## config.mk

```make
export PLATFORM = sky130hd
export DESIGN_NAME = alarm_controller
export DESIGN_NICKNAME = d
export VERILOG_FILES = /design/src/rtl/alarm_controller.sv
export SDC_FILE = /design/constraint.sdc
export NUM_CORES = 1
export LEC_CHECK = 0
export CAP_MARGIN = 15
export CORE_UTILIZATION = 46
export CTS_CLUSTER_DIAMETER = 60
export CTS_CLUSTER_SIZE = 28
export DETAILED_ROUTE_END_ITERATION = 7
export GPL_ROUTABILITY_DRIVEN = 0
export PLACE_DENSITY = 0.8
export SYNTH_ARGS = -nofsm -noshare
export SYNTH_HDL_FRONTEND = slang
export SYNTH_SLANG_ARGS = --single-unit
```

## constraint.sdc

```tcl
create_clock -name clk -period 2.91 [get_ports clk]
set_clock_uncertainty 0.05 [all_clocks]
set_input_delay 0.291 -clock clk [delete_from_list [all_inputs] [get_ports clk]]
set_output_delay 0.291 -clock clk [all_outputs]
set_load 0.01 [all_outputs]
```

## src/rtl/alarm_controller.sv

```systemverilog
// ---------------------------------------------------------------------------
// alarm_controller
//
// Alarm-clock control block. It holds the alarm time, compares it with the
// running BCD time of day and steps through IDLE / ARMED / RINGING / SNOOZE
// in response to the match and to the button pulses. The ring lasts
// RING_SEC seconds with a 1 Hz beep cadence. Snooze waits SNOOZE_MIN
// minutes and then rings again. Snooze can be repeated any number of times.
//
// Parameters
//   RING_SEC     ringing duration in 1 Hz ticks (1..255)
//   SNOOZE_MIN   snooze length in minutes (1..30)
//   RST_HH       alarm hour (BCD) after reset
//   RST_MM       alarm minute (BCD) after reset
//
// Ports
//   clk           system clock, all logic on the rising edge
//   rst           synchronous active-high reset
//   clk_1hz_tick  one-cycle pulse once per second
//   cur_hh/mm/ss  current time of day, BCD
//   set_en        time-setting mode; alarm matches are suppressed while high
//   alm_hh_in     new alarm hour (BCD)
//   alm_mm_in     new alarm minute (BCD)
//   alm_load      one-cycle pulse; loads alm_*_in if it is a legal BCD time
//   arm_p         button pulse: toggles armed/disarmed, cancels ring/snooze
//   stop_p        button pulse: ends ring/snooze and stays armed
//   snooze_p      button pulse: moves a ringing alarm into snooze
//   alm_hh/alm_mm stored alarm time (BCD)
//   armed         high in ARMED, RINGING and SNOOZE
//   ringing       high in RINGING only
//   buzzer        ringing gated by the beep phase
// ---------------------------------------------------------------------------
module alarm_controller #(
  parameter int         RING_SEC   = 60,
  parameter int         SNOOZE_MIN = 5,
  parameter logic [7:0] RST_HH     = 8'h07,
  parameter logic [7:0] RST_MM     = 8'h00
) (
  input  logic       clk,
  input  logic       rst,
  input  logic       clk_1hz_tick,
  input  logic [7:0] cur_hh,
  input  logic [7:0] cur_mm,
  input  logic [7:0] cur_ss,
  input  logic       set_en,
  input  logic [7:0] alm_hh_in,
  input  logic [7:0] alm_mm_in,
  input  logic       alm_load,
  input  logic       arm_p,
  input  logic       stop_p,
  input  logic       snooze_p,
  output logic [7:0] alm_hh,
  output logic [7:0] alm_mm,
  output logic       armed,
  output logic       ringing,
  output logic       buzzer
);

  // State encoding
  localparam logic [1:0] S_IDLE    = 2'd0;
  localparam logic [1:0] S_ARMED   = 2'd1;
  localparam logic [1:0] S_RINGING = 2'd2;
  localparam logic [1:0] S_SNOOZE  = 2'd3;

  // Last ring_cnt value before the ring times out.
  localparam logic [7:0]  RING_LAST = 8'(RING_SEC - 1);
  // Snooze length in seconds; SNOOZE_MIN <= 30 keeps this within 11 bits.
  localparam logic [10:0] SNZ_LOAD  = 11'(SNOOZE_MIN * 60);

  // Registered state
  logic [1:0]  r_state;
  logic [7:0]  r_alm_hh;
  logic [7:0]  r_alm_mm;
  logic [7:0]  r_ring_cnt;
  logic [10:0] r_snz_cnt;
  logic        r_beep_phase;
  logic        r_match_d;

  // Combinational helpers
  logic [1:0]  w_state_next;
  logic        w_match;
  logic        w_match_evt;
  logic        w_enter_ring;
  logic        w_enter_snz;
  logic        w_load_ok;
  logic        w_ring_tick;
  logic        w_snz_tick;

  // A BCD byte is legal when both nibbles are decimal digits and the
  // value does not exceed the given BCD upper bound.
  function automatic logic bcd_ok(input logic [7:0] v, input logic [7:0] max_v);
    return (v <= max_v) && (v[7:4] <= 4'd9) && (v[3:0] <= 4'd9);
  endfunction

  assign w_load_ok = bcd_ok(alm_hh_in, 8'h23) && bcd_ok(alm_mm_in, 8'h59);

  // The match holds for the whole matching second. Only its rising edge
  // counts. A ring dismissed inside that second therefore does not
  // re-trigger.
  assign w_match     = (cur_hh == r_alm_hh) && (cur_mm == r_alm_mm) &&
                       (cur_ss == 8'h00) && !set_en;
  assign w_match_evt = w_match && !r_match_d;

  // Next-state logic. The button priority is arm > stop > snooze > timers.
  always_comb begin
    w_state_next = r_state;
    w_enter_ring = 1'b0;
    w_enter_snz  = 1'b0;
    case (r_state)
      S_IDLE: begin
        if (arm_p) begin
          w_state_next = S_ARMED;
        end
      end
      S_ARMED: begin
        // A disarm in the same cycle as a match swallows the match.
        if (arm_p) begin
          w_state_next = S_IDLE;
        end else if (w_match_evt) begin
          w_state_next = S_RINGING;
          w_enter_ring = 1'b1;
        end
      end
      S_RINGING: begin
        if (arm_p) begin
          w_state_next = S_IDLE;
        end else if (stop_p) begin
          w_state_next = S_ARMED;
        end else if (snooze_p) begin
          w_state_next = S_SNOOZE;
          w_enter_snz  = 1'b1;
        end else if (clk_1hz_tick && (r_ring_cnt == RING_LAST)) begin
          w_state_next = S_ARMED;
        end
      end
      S_SNOOZE: begin
        if (arm_p) begin
          w_state_next = S_IDLE;
        end else if (stop_p) begin
          w_state_next = S_ARMED;
        end else if (clk_1hz_tick && (r_snz_cnt == 11'd1)) begin
          w_state_next = S_RINGING;
          w_enter_ring = 1'b1;
        end
      end
      default: begin
        w_state_next = S_IDLE;
      end
    endcase
  end

  // Counters advance only on ticks where the state does not change.
  // Leaving the state makes their value irrelevant. Entering it reloads them.
  assign w_ring_tick = (r_state == S_RINGING) && (w_state_next == S_RINGING) &&
                       clk_1hz_tick;
  assign w_snz_tick  = (r_state == S_SNOOZE) && (w_state_next == S_SNOOZE) &&
                       clk_1hz_tick;

  always_ff @(posedge clk) begin
    if (rst) begin
      r_state      <= S_IDLE;
      r_alm_hh     <= RST_HH;
      r_alm_mm     <= RST_MM;
      r_ring_cnt   <= 8'd0;
      r_snz_cnt    <= 11'd0;
      r_beep_phase <= 1'b0;
      r_match_d    <= 1'b0;
    end else begin
      r_state   <= w_state_next;
      r_match_d <= w_match;

      // Beep phase starts high so the buzzer sounds on the first ring cycle.
      if (w_enter_ring) begin
        r_ring_cnt   <= 8'd0;
        r_beep_phase <= 1'b1;
      end else if (w_ring_tick) begin
        r_ring_cnt   <= r_ring_cnt + 8'd1;
        r_beep_phase <= ~r_beep_phase;
      end

      if (w_enter_snz) begin
        r_snz_cnt <= SNZ_LOAD;
      end else if (w_snz_tick) begin
        r_snz_cnt <= r_snz_cnt - 11'd1;
      end

      // Loading a new alarm time never disturbs the state machine.
      if (alm_load && w_load_ok) begin
        r_alm_hh <= alm_hh_in;
        r_alm_mm <= alm_mm_in;
      end
    end
  end

  // Outputs are decoded purely from registers.
  assign alm_hh  = r_alm_hh;
  assign alm_mm  = r_alm_mm;
  assign armed   = (r_state != S_IDLE);
  assign ringing = (r_state == S_RINGING);
  assign buzzer  = (r_state == S_RINGING) && r_beep_phase;

endmodule
```

* Yosys cells after proc, flatten, opt, wreduce, memory -nomap -nowiden
Cells that the tools add are included.
** Cells by class
- Reductions and logical operators :: 26
- Bitwise gates (word level) :: 1
- Shift operators :: 0
- Equal/unequal tests :: 9
- Multiplexer cells :: 25
- Divide/modulo/power cells :: 0
- Multipliers :: 0
- Magnitude comparators :: 6
- Add/sub/neg operators :: 2
** Operators by type and width (count)
- 2-bit two-way mux :: 10
- 9-bit two-way mux :: 2
- 1-bit logical AND :: 17
- 8-bit == test :: 2
- 4-bit <= comparator, second input constant :: 4
- 11-bit by 1-bit == test with 1-bit output, second input constant :: 1
- 1-bit two-way mux :: 11
- 11-bit by 1-bit subtractor with 11-bit output, second input constant :: 1
- 8-bit by 1-bit adder with 8-bit output, second input constant :: 1
- 2-bit == test, second input constant :: 4
- 8-bit by 6-bit == test with 1-bit output, second input constant :: 1
- 8-bit by 6-bit <= comparator with 1-bit output, second input constant :: 1
- 8-bit by 7-bit <= comparator with 1-bit output, second input constant :: 1
- 8-bit zero test :: 1
- 2-bit one-hot mux with 4 select lines :: 1
- 2-bit nonzero test :: 3
- 2-bit OR reduction :: 2
- 2-bit by 1-bit == test with 1-bit output, second input constant :: 1
- 1-bit zero test :: 2
- 2-bit zero test :: 1
- 1-bit one-hot mux with 2 select lines :: 1
- 1-bit NOT :: 1
** Word-level totals
- Input bits :: 48
- Memories :: 0
- Output and inout port bits :: 19
- ROM bits :: 0
- RAM bits :: 0
- Latch bits :: 0
- Word-level logic and storage cells :: 77
- Bits in registers :: 39

* Depth between registers and ports, before layout
- Word-level depth :: 13
- Mapped depth :: 10
- Depth with buffers taken out :: 9

* Worst setup path before layout
Ideal clock, no wire load.
- Path kind :: reg-to-reg
- Start :: register r_snz_cnt[1]
- End :: register r_snz_cnt[9]
- Arrival :: 2.025 ns
- Path buffers :: 0
- Required time :: 2.790 ns
- Stages on the path, launching flop included :: 10
- Period minus slack after synthesis :: 2.145 ns
- Setup time :: 0.070 ns
- Path slack :: 0.765 ns
- Path through :: dfxtp_1 inv_1 ha_1 nor3b_1 and4b_1 o31a_4 nor3_4 nand3_2 or3_1 a21oi_1
** Between the ends
- Word-level cells in the longest chain between the ends :: 9
- Elaborated cells on any way between the ends :: 10
- Those cells by class :: add/sub: 1; eq/ne: 2; mux: 4; reduce/logical: 3
** Ends and longest elaborated chain
- from (decl) :: RTL line 75 : logic [10:0] r_snz_cnt;
- from (signal assigned) :: RTL line 184 : r_snz_cnt <= r_snz_cnt - 11'd1;
- 11-bit by 1-bit == test with 1-bit output :: RTL line 141 : end else if (clk_1hz_tick && (r_snz_cnt == 11'd1)) begin
- 1-bit logical AND :: RTL line 141
- 2-bit two-way mux :: RTL line 141
- 2-bit two-way mux :: RTL line 139 : end else if (stop_p) begin
- 2-bit two-way mux :: RTL line 137 : if (arm_p) begin
- 2-bit one-hot mux with 4 select lines :: RTL line 109 : case (r_state)
- 2-bit == test :: RTL line 156 : assign w_snz_tick = (r_state == S_SNOOZE) && (w_state_next == S_SNOOZE) &&
- 1-bit logical AND (2 in a row) :: RTL line 156
Several ways; a longest one is shown, not always the timed one.
A chain may end at the register's enable or synchronous reset.

* Final worst setup path
- Start :: register r_snz_cnt[1]
- End :: register r_snz_cnt[6]
Same word-level chain as after synthesis.

==> results.json <==
{
  "status": "completed",
  "worstSetupEndpointType": "flip-flop",
  "wl_per_cell_um": 13.8,
  "clkLatencyLatePin_ns": 0.29,
  "syn_to_final_growth_pct": 41.6,
  "ys_warn_count": 0,
  "ir_drop_mv": 0.220,
  "synth.most_common_cell": "dfxtp_1",
  "required_ns": 3.10,
  "vias": 1894,
  "final_core_util_pct": 69.4,
  "slew_headroom_pct": 64.7,
  "setup_tns_ns": 0,
  "dp_hpwl_mm": 3.78,
  "cts-buffers-inserted": 5,
  "cap_violations": 0,
  "rows": 23,
  "drt-initial-drc-count": 102,
  "final.period_utilization_pct": 77.4,
  "maxSlewViolCount": 0,
  "synth-seq-cells": 39,
  "globalRouteTotalUtil_pct": 23.4,
  "cts_buffer_depth": 2,
  "synthFlopType": "dfxtp_1",
  "hold_buffers": 0,
  "leakagePower_nw": 1.04,
  "synth.largest_area_cell": "dfxtp_1",
  "async_flop_share_pct": 0,
  "clkSinkCount": 39,
  "antenna_found_initial": 0,
  "crit_type": "reg -> reg",
  "final-setup-viol-count": 0,
  "clk_pin_slew_worst_paths_ns": 0.08,
  "cts_root_buf": "clkbuf_8",
  "yosysUniqueCellTypes": 53,
  "hold_path.class": "reg -> reg",
  "die_y_um": 68.2,
  "cts_resized": 0,
  "cp_max_fo": 8,
  "fmax_mhz": 444,
  "n_antenna_cell": 0,
  "synth.top_cell.area_share_pct": 38.7,
  "grt_overflow": 0,
  "grt_pass1_wl_mm": 8.01,
  "synth_common_cells": "dfxtp_1 (39), nor2_1 (34), xnor2_1 (14)",
  "postCtsSetupBuffers": 0,
  "power_density_nw_per_um2": 390,
  "dr.pass1.iters": 4,
  "drc_errors": 0,
  "synth_area_per_cell_um2": 8.89,
  "pin_count": 67,
  "dieWidth_um": 68.2,
  "io_buffers": 66,
  "layout.cells.non_filler": 350,
  "grt_start_max_net_pins": 25,
  "cts_tree": "done",
  "syn-instance-count": 227,
  "die_area_um2": 4660,
  "hold_ws_ns": 0.453,
  "cp.arrival_ns": 2.44,
  "hold_viol_final": 0,
  "rsz0062_at_grt": "false",
  "synth_area_leaders": "dfxtp_1 (39%), nor2_1 (6.3%), xnor2_1 (6.1%)",
  "drt_wl_total_mm": 4.84,
  "start_util_pct": 49.0,
  "finalNetCount": 351,
  "grt_pass1_vias": 1881,
  "tightest_slew_ns": 0.525,
  "syn_nets": 278,
  "routed_via_density": 5.41,
  "synth.cell_area_um2": 2020,
  "seq_area_frac_synth_pct": 38.7,
  "period_needed_ns": 2.25,
  "synth_edf_count": 0,
  "ant_nets": 0,
  "dp.cells": 343,
  "core_area_um2": 4120,
  "htreeDepth": 2,
  "cp-start-kind": "flip-flop",
  "drive_gt1_share_pct": 8.33
}
## layout make-up
type                    instances  area [µm²]
clock inverters                 2        37.5
flip-flops and latches         39         781
fillers                       348        1260
well taps                      50        62.6
clock buffers                   5        68.8
inverters                      11        41.3
repair buffers                 72         706
multi-input cells             171        1160
## where the power goes
group | switching, mW | internal, mW
Combinational | 0.0460 | 0.0825
Sequential | 0.00336 | 0.536
Clock | 0.195 | 0.251
Total | 0.245 | 0.869
## cell families after synthesis
logic type	after synthesis	synth area share [%]
compound gates	35	12.2
xor+xnor	23	9.98
fa+ha+maj	3	1.86
buf+inv	17	3.78
flops	39	38.7
mux	11	5.46
simple gates	99	28.0
## stage by stage
stage | area, µm² | setup WS (ns) | power, mW
5_1_grt | 2860 | 0.509 | 1.15
4_1_cts | 2860 | 0.640 | 1.12
3_3_place_gp | 2750 | 0.455 | 0.679
6_report | 2860 | 0.658 | 1.11
3_5_place_dp | 2750 | 0.431 | 0.681
2_1_floorplan | 2020 | 0.765 | 0.593
## registers in the layout (all words and copies together) (netlist names)
name / count
r_state: 2
r_beep_phase: 1
alm_mm: 8
r_match_d: 1
r_snz_cnt: 11
r_ring_cnt: 8
alm_hh: 8
## cells in the final DEF (no fill, tap or decap), types with 2 or more instances in the layout
cell / netlist / routed
a211o_1: 2 / 2
a21oi_1: 10 / 10
a31oi_1: 4 / 4
and2_1: 2 / 2
and3_1: 5 / 5
and4b_1: 2 / 2
buf_4: 1 / 6
clkbuf_8: 0 / 5
clkdlybuf4s50_1: 0 / 66
dfxtp_1: 39 / 39
ha_1: 3 / 3
inv_1: 11 / 11
mux2i_1: 11 / 11
nand2_1: 10 / 10
nand3_1: 4 / 4
nand3b_1: 2 / 2
nand4_1: 8 / 8
nor2_1: 34 / 34
nor2b_1: 5 / 5
nor3_1: 5 / 5
nor3b_1: 2 / 2
nor4_1: 2 / 2
o211ai_1: 4 / 4
o21ai_0: 3 / 3
o22ai_1: 2 / 2
or3_1: 3 / 3
or4_1: 2 / 2
xnor2_1: 14 / 14
xor2_1: 9 / 9
## metal layers
| layer | GRT usage (%) | up-vias | share of wire (%) |
|---|---|---|---|
| li1 | - | 953 | - |
| met1 | 26.9 | 857 | 44 |
| met2 | 40.4 | 73 | 46 |
| met3 | 7.83 | 11 | 8.3 |
| met4 | 7.55 | 0 | 1.5 |
| met5 | 0 | - | 0 |
## final timing paths
path	from	endpoint	slack, ns	depth (start not counted)
max	r_snz_cnt[1]	r_snz_cnt[6]	0.66	8
min	alm_mm[7]	alm_mm[7]	0.45	2
max reg2reg	r_snz_cnt[1]	r_snz_cnt[6]	0.66	8
min reg2reg	alm_mm[7]	alm_mm[7]	0.45	2
## worst max-delay path, cell delays in order (launching register included)
cell     delay (ns)
dfxtp_1        0.35
inv_1          0.06
ha_1           0.18
nor3b_1        0.15
and4b_1        0.24
o31a_4         0.40
o41a_2         0.18
or4_1          0.52
nand2_1        0.08
Power figures use the tool's default switching activity.
